File: config.mk
export PLATFORM = sky130hd
export DESIGN_NAME = readout_scheduler_flat
export DESIGN_NICKNAME = d
export VERILOG_FILES = /design/src/rtl/readout_pkg.sv /design/src/rtl/readout_scheduler_if.sv /design/src/rtl/readout_scheduler_next_src_finder.sv /design/src/rtl/readout_scheduler.sv /design/src/flat_wrapper.sv
export SDC_FILE = /design/constraint.sdc
export NUM_CORES = 1
export LEC_CHECK = 0
export ABC_AREA = 1
export CAP_MARGIN = 20
export CORE_ASPECT_RATIO = 0.8
export CORE_MARGIN = 5
export CORE_UTILIZATION = 42
export DETAILED_ROUTE_END_ITERATION = 10
export PLACE_DENSITY_LB_ADDON = 0.2
export SETUP_SLACK_MARGIN = 0.05
export SYNTH_ARGS = -nofsm -noshare
export SYNTH_HDL_FRONTEND = slang
export SYNTH_HIERARCHICAL = 1
export SYNTH_SLANG_ARGS = --single-unit
export TNS_END_PERCENT = 100
File: constraint.sdc
create_clock -name clk -period 4.31 [get_ports clk]
set_clock_uncertainty 0.15 [all_clocks]
set_input_delay 1.0775 -clock clk [delete_from_list [all_inputs] [get_ports clk]]
set_output_delay 1.0775 -clock clk [all_outputs]
set_load 0.01 [all_outputs]
File: src/rtl/readout_pkg.sv
// Shared types and default sizes for the spectrogram readout scheduler.
// Holds the FSM state enum and the word/source geometry defaults.
package readout_pkg;

   localparam int DEF_DATA_W  = 12;
   localparam int DEF_N_SRC   = 16;
   localparam int DEF_SEL_W   = 4;
   localparam int DEF_ID_W    = 8;
   localparam int WORD_CYCLES = DEF_DATA_W + 1;

   typedef enum logic [1:0] {
      ST_IDLE  = 2'd0,
      ST_LOAD  = 2'd1,
      ST_SHIFT = 2'd2,
      ST_CLEAR = 2'd3
   } state_e;

endpackage

File: src/rtl/readout_scheduler_if.sv
// Datapath control bundle from the scheduler to the mux + PISO + counters.
// master drives sel/sl/shift_en/cnt_clr; slave is the datapath side.
interface readout_scheduler_if
   import readout_pkg::*;
#(
   parameter int SEL_W = DEF_SEL_W
);

   logic [SEL_W-1:0] sel;
   logic             sl;
   logic             shift_en;
   logic             cnt_clr;

   modport master (
      output sel,
      output sl,
      output shift_en,
      output cnt_clr
   );

   modport slave (
      input sel,
      input sl,
      input shift_en,
      input cnt_clr
   );

endinterface

File: src/rtl/readout_scheduler_next_src_finder.sv
// Combinational search for the next enabled source in a mask.
// Ports: mask, cur, first in; idx, found out. first=1 searches from -1.
module next_src_finder
   import readout_pkg::*;
#(
   parameter int N_SRC = DEF_N_SRC,
   parameter int SEL_W = DEF_SEL_W
) (
   input  logic [N_SRC-1:0] mask,
   input  logic [SEL_W-1:0] cur,
   input  logic             first,
   output logic [SEL_W-1:0] idx,
   output logic             found
);

   // Walk downward so the last hit, the lowest index, wins.
   always_comb begin
      idx   = '0;
      found = 1'b0;
      for (int i = N_SRC - 1; i >= 0; i--) begin
         if (mask[i] && (first || i > int'(cur))) begin
            idx   = SEL_W'(i);
            found = 1'b1;
         end
      end
   end

endmodule

File: src/rtl/readout_scheduler.sv
// Readout frame sequencer: walks enabled sources, drives mux/PISO/clear.
// Ports: clk, reset(n), ovf_in, force_req, ch_mask, clr_overrun, dp, status.
module readout_scheduler
   import readout_pkg::*;
#(
   parameter int DATA_W = DEF_DATA_W,
   parameter int N_SRC  = DEF_N_SRC,
   parameter int SEL_W  = DEF_SEL_W,
   parameter int ID_W   = DEF_ID_W
) (
   input  logic               clk,
   input  logic               reset,
   input  logic               ovf_in,
   input  logic               force_req,
   input  logic [N_SRC-1:0]   ch_mask,
   input  logic               clr_overrun,
   readout_scheduler_if.master dp,
   output logic               frame_start,
   output logic               frame_done,
   output logic               busy,
   output logic               overrun,
   output logic [ID_W-1:0]    frame_id
);

   localparam int CNT_W = $clog2(DATA_W);

   state_e           st_q;
   state_e           st_d;
   logic             ovf_q;
   logic [N_SRC-1:0] mask_q;
   logic [SEL_W-1:0] sel_q;
   logic [CNT_W-1:0] bit_cnt;
   logic             pend_q;
   logic             pend_d;
   logic             ovr_q;
   logic             ovr_set;
   logic             fs_q;
   logic [ID_W-1:0]  id_q;

   logic             trig;
   logic             start;
   logic             last_bit;
   logic             first;
   logic [N_SRC-1:0] f_mask;
   logic [SEL_W-1:0] f_idx;
   logic             f_found;

   assign trig     = (ovf_in & ~ovf_q) | force_req;
   assign last_bit = (st_q == ST_SHIFT) && (bit_cnt == '0);

   // A new frame begins from IDLE on a trigger or a leftover pending
   // request, or straight out of CLEAR when one is pending.
   assign start = ((st_q == ST_IDLE) && (trig || pend_q)) ||
                  ((st_q == ST_CLEAR) && pend_q);

   // Frame start searches the live mask from -1; mid-frame searches the
   // latched mask above the current select.
   assign first  = (st_q != ST_SHIFT);
   assign f_mask = first ? ch_mask : mask_q;

   next_src_finder #(
      .N_SRC (N_SRC),
      .SEL_W (SEL_W)
   ) u_finder (
      .mask  (f_mask),
      .cur   (sel_q),
      .first (first),
      .idx   (f_idx),
      .found (f_found)
   );

   always_comb begin
      st_d = st_q;
      unique case (st_q)
         ST_IDLE:  if (start) st_d = f_found ? ST_LOAD : ST_CLEAR;
         ST_LOAD:  st_d = ST_SHIFT;
         ST_SHIFT: if (last_bit) st_d = f_found ? ST_LOAD : ST_CLEAR;
         ST_CLEAR: begin
            if (start) st_d = f_found ? ST_LOAD : ST_CLEAR;
            else       st_d = ST_IDLE;
         end
         default:  st_d = ST_IDLE;
      endcase
   end

   // One pending slot. In CLEAR the slot is being consumed, so a trigger
   // either refills it or, if it was full, is an overrun.
   always_comb begin
      pend_d  = pend_q;
      ovr_set = 1'b0;
      if (st_q == ST_IDLE) begin
         pend_d = trig & pend_q;
      end else if (st_q == ST_CLEAR) begin
         pend_d  = trig & ~pend_q;
         ovr_set = trig & pend_q;
      end else if (trig) begin
         if (pend_q) ovr_set = 1'b1;
         else        pend_d  = 1'b1;
      end
   end

   always_ff @(posedge clk or negedge reset) begin
      if (!reset) begin
         st_q    <= ST_IDLE;
         ovf_q   <= 1'b0;
         mask_q  <= '0;
         sel_q   <= '0;
         bit_cnt <= '0;
         pend_q  <= 1'b0;
         ovr_q   <= 1'b0;
         fs_q    <= 1'b0;
         id_q    <= '0;
      end else begin
         st_q   <= st_d;
         ovf_q  <= ovf_in;
         pend_q <= pend_d;
         fs_q   <= start;
         if (start) mask_q <= ch_mask;
         if ((start || last_bit) && f_found) sel_q <= f_idx;
         if (st_q == ST_LOAD)       bit_cnt <= CNT_W'(DATA_W - 1);
         else if (st_q == ST_SHIFT) bit_cnt <= bit_cnt - 1'b1;
         if (st_q == ST_CLEAR) id_q <= id_q + 1'b1;
         if (ovr_set)          ovr_q <= 1'b1;
         else if (clr_overrun) ovr_q <= 1'b0;
      end
   end

   assign dp.sel      = sel_q;
   assign dp.sl       = (st_q == ST_LOAD);
   assign dp.shift_en = (st_q == ST_SHIFT);
   assign dp.cnt_clr  = (st_q == ST_CLEAR);
   assign frame_done  = (st_q == ST_CLEAR);
   assign frame_start = fs_q;
   assign busy        = (st_q != ST_IDLE);
   assign overrun     = ovr_q;
   assign frame_id    = id_q;

endmodule

File: src/flat_wrapper.sv
// flat-port wrapper written by rule: the top's interface ports become plain ports
module readout_scheduler_flat import readout_pkg::*;
#(
   parameter int DATA_W = DEF_DATA_W,
   parameter int N_SRC  = DEF_N_SRC,
   parameter int SEL_W  = DEF_SEL_W,
   parameter int ID_W   = DEF_ID_W
)
  (clk, reset, ovf_in, force_req, ch_mask, clr_overrun, frame_start, frame_done, busy, overrun, frame_id, dp_sel, dp_sl, dp_shift_en, dp_cnt_clr);
  readout_scheduler_if #(.SEL_W(SEL_W)) dp_i ();
  input  logic clk;
  input  logic reset;
  input  logic ovf_in;
  input  logic force_req;
  input  logic [N_SRC-1:0] ch_mask;
  input  logic clr_overrun;
  output logic frame_start;
  output logic frame_done;
  output logic busy;
  output logic overrun;
  output logic [ID_W-1:0] frame_id;
  output wire logic [$bits(dp_i.sel)-1:0] dp_sel;
  output wire logic [$bits(dp_i.sl)-1:0] dp_sl;
  output wire logic [$bits(dp_i.shift_en)-1:0] dp_shift_en;
  output wire logic [$bits(dp_i.cnt_clr)-1:0] dp_cnt_clr;
  assign dp_sel = dp_i.sel;
  assign dp_sl = dp_i.sl;
  assign dp_shift_en = dp_i.shift_en;
  assign dp_cnt_clr = dp_i.cnt_clr;
  readout_scheduler #(.DATA_W(DATA_W), .N_SRC(N_SRC), .SEL_W(SEL_W), .ID_W(ID_W)) u_core (.clk(clk), .reset(reset), .ovf_in(ovf_in), .force_req(force_req), .ch_mask(ch_mask), .clr_overrun(clr_overrun), .dp(dp_i), .frame_start(frame_start), .frame_done(frame_done), .busy(busy), .overrun(overrun), .frame_id(frame_id));
endmodule
==> metrics <==
Max-Cap Viols=0; post-route ant nets=0; fin crit period=between 3 and 4 ns; syn nets=330; RSZ-0062 raised after global routing=no; Hold Fails Final Rpt=0; die area=~7200 um2; CTS tree=done; Arr. time, crit path=about 1.9 ns; critical-path maximum fanout=15; vias per std cell=4.79; initial antenna violation count=0; share of cells above drive strength 1=between 10% and 20%; first-pass GRT wire length=8.58 mm; vias in the first global route=approximately 1900; CTS H-Tree Depth=2; Crit Path Category=reg2out; Antenna diodes=0; Die Ht=approximately 77 um; clock slew seen by the registers of the worst setup and hold paths=about 0.080 ns; DR WL/cell=11.8 um; CTS max path bufs=2; drt initial violations=roughly 100; Hold Buf Count CTS=0; Worst-Margin Slew=~0.86 ns; Netlist cell types=29; Syn Area/Cell=slightly below 8 um2; Tot Pwr=~2 mW; worst path required time=slightly above 3 ns; #FFs+latches synth=38; num rows=24; synth warn=6; Post-Synthesis Cells=303; Ports=40; CTS buffer count=5; clock sinks=38; status=finished, final reports clean; Core ar.=roughly 5400 um2; static leakage=approximately 1.4 nW; register area share after synthesis=approximately two fifths; DR pass1 iterations=4; Residual DRC=0; worst skew pair latency=about 0.29 ns; Post-Route WL=4.96 mm; final setup TNS=0 ns; Die X=slightly above 90 um; pwr dens=slightly below 700 nW/um2; CP Launch Type=flip-flop; clk root buf=clkbuf_8; total number of vias=2006; nets@finish=367; Mapped Area=between 2000 and 2500 um2; Area Overhead vs Synth=22.3%; grt ovf=0; Slew HR=42.3%; post-CTS setup buffer count=0; Max Slew Vio Count=0; input/output buffers=39; Final setup viols=0; DP Wirelength=about 3.7 mm; GRT Resource Usage Total=between 10 and 15%; f_max=roughly 0.32 GHz; final period utilization=71.9%; initial core utilization=about 43%; Min-Delay Path Class=reg2reg; largest net degree at the start of global routing=39; PostCTS Resize Cnt=0; peak supply drop=between 0.2 and 0.3 mV; crit end category=output pin; GPL Wtd Cong=~0.9
[layer usage]
layer  routed length (um)  share of wire, %  vias to the layer above  global-route usage (%)
met5                    0                 0                        -                       0
met4                   48              0.97                        0                    4.25
met3                  261               5.3                        6                    3.52
met2                 2190                44                       50                    23.3
met1                 2450                49                      921                    20.4
li1                     -                 -                     1029                       -
[kinds of logic after synthesis]
group | synth area share (%)
AO/OA/AOI/OAI | 16.6
buffers and inverters | 11.2
XOR/XNOR | 2.62
AND/OR/NAND/NOR | 25.8
adder cells (fa/ha/maj) | 3.21
flip-flops | 40.6
[synth_stat cells]
library cell	number	area share [%]
nand4_1	2	0.53
a21oi_1	3	0.64
dfrtp_1	38	41
clkbuf_1	1	0.16
xor2_1	5	1.9
nand2_1	91	15
buf_6	5	2.4
o311a_2	1	0.48
nor2_1	16	2.6
nor2_8	1	0.86
o21bai_1	2	0.64
nand3_1	13	2.8
o211ai_1	5	1.6
buf_4	1	0.32
a31oi_1	2	0.53
buf_2	3	0.64
nand2_4	2	0.96
o311ai_2	1	0.70
nand3_2	1	0.43
o21ai_0	23	4.9
xnor2_1	2	0.75
a21oi_2	1	0.37
nor4_1	1	0.27
o21ai_2	17	6.4
a22oi_1	1	0.32
ha_1	6	3.2
nor3_1	3	0.64
inv_1	48	7.7
nand2_2	8	2.1
[metrics by stage]
step	worst slack [ns]	cell area, um2	utilization, %	instances	hold slack [ns]
global placement	1.30	2750	50.6	411	0.309
floorplan	1.76	2340	-	303	0.301
detailed placement	1.26	2750	50.6	411	0.317
global route	1.07	2860	52.7	419	0.348
CTS	1.19	2860	52.7	419	0.335
finish	1.21	2860	52.7	419	0.327
[critical path, cell delays in order, from the launching register on]
cell and delay (ns):
dfrtp_1 0.43, inv_1 0.10, ha_1 0.42, clkdlybuf4s50_1 0.63
[power breakdown]
group	total, mW	switching (mW)	internal, mW
Clock	0.309	0.137	0.172
Combinational	1.04	0.619	0.422
Sequential	0.629	0.116	0.513
[cell type report]
class	instances	area, um2
clock buffer	5	68.8
clock inverter	3	45.0
fill	511	2570
inverter	48	180
multi-input combinational	207	1130
sequential	38	951
tap	78	97.6
timing repair buffer	40	393
[cell usage in the layout, fill, tap and decap left out, types with 3 or more instances in the layout]
cell type / count
clkbuf_8: 5
o211ai_1: 5
nor2_1: 16
nand3_1: 13
nor3_1: 3
ha_1: 6
dfrtp_1: 38
o21ai_0: 23
inv_1: 48
o21ai_2: 17
xor2_1: 5
nand2_1: 91
nand2_2: 8
clkdlybuf4s50_1: 38
a21oi_1: 3
[final timing paths]
| path | cells past startpoint | from | slack, ns | to |
|---|---|---|---|---|
| worst max-delay path | 3 | u_core/st_q[0]$_DFFE_PN0P_ | 1.21 | dp_shift_en |
| worst min-delay path | 1 | u_core/frame_id[7]$_DFFE_PN0N_ | 0.33 | u_core/frame_id[7]$_DFFE_PN0N_ |
| worst max register to register | 14 | u_core/st_q[0]$_DFFE_PN0P_ | 1.41 | u_core/dp.sel[1]$_DFFE_PN0P_ |
| worst min register to register | 1 | u_core/frame_id[7]$_DFFE_PN0N_ | 0.33 | u_core/frame_id[7]$_DFFE_PN0N_ |
| max in group asynchronous | 1 | reset | 2.73 | u_core/ovf_q$_DFF_PN0_ |
| min in group asynchronous | 1 | reset | 0.75 | u_core/frame_id[0]$_DFFE_PN0N_ |
[sequential cells by signal (all words and copies together), names as in the netlist]
name,cells
u_core/st_q,2
u_core/ovf_q,1
u_core/frame_id,8
u_core/bit_cnt,4
u_core/frame_start,1
u_core/overrun,1
u_core/pend_q,1
u_core/dp.sel,4
u_core/mask_q,16
(Power assumes the default switching activity.)
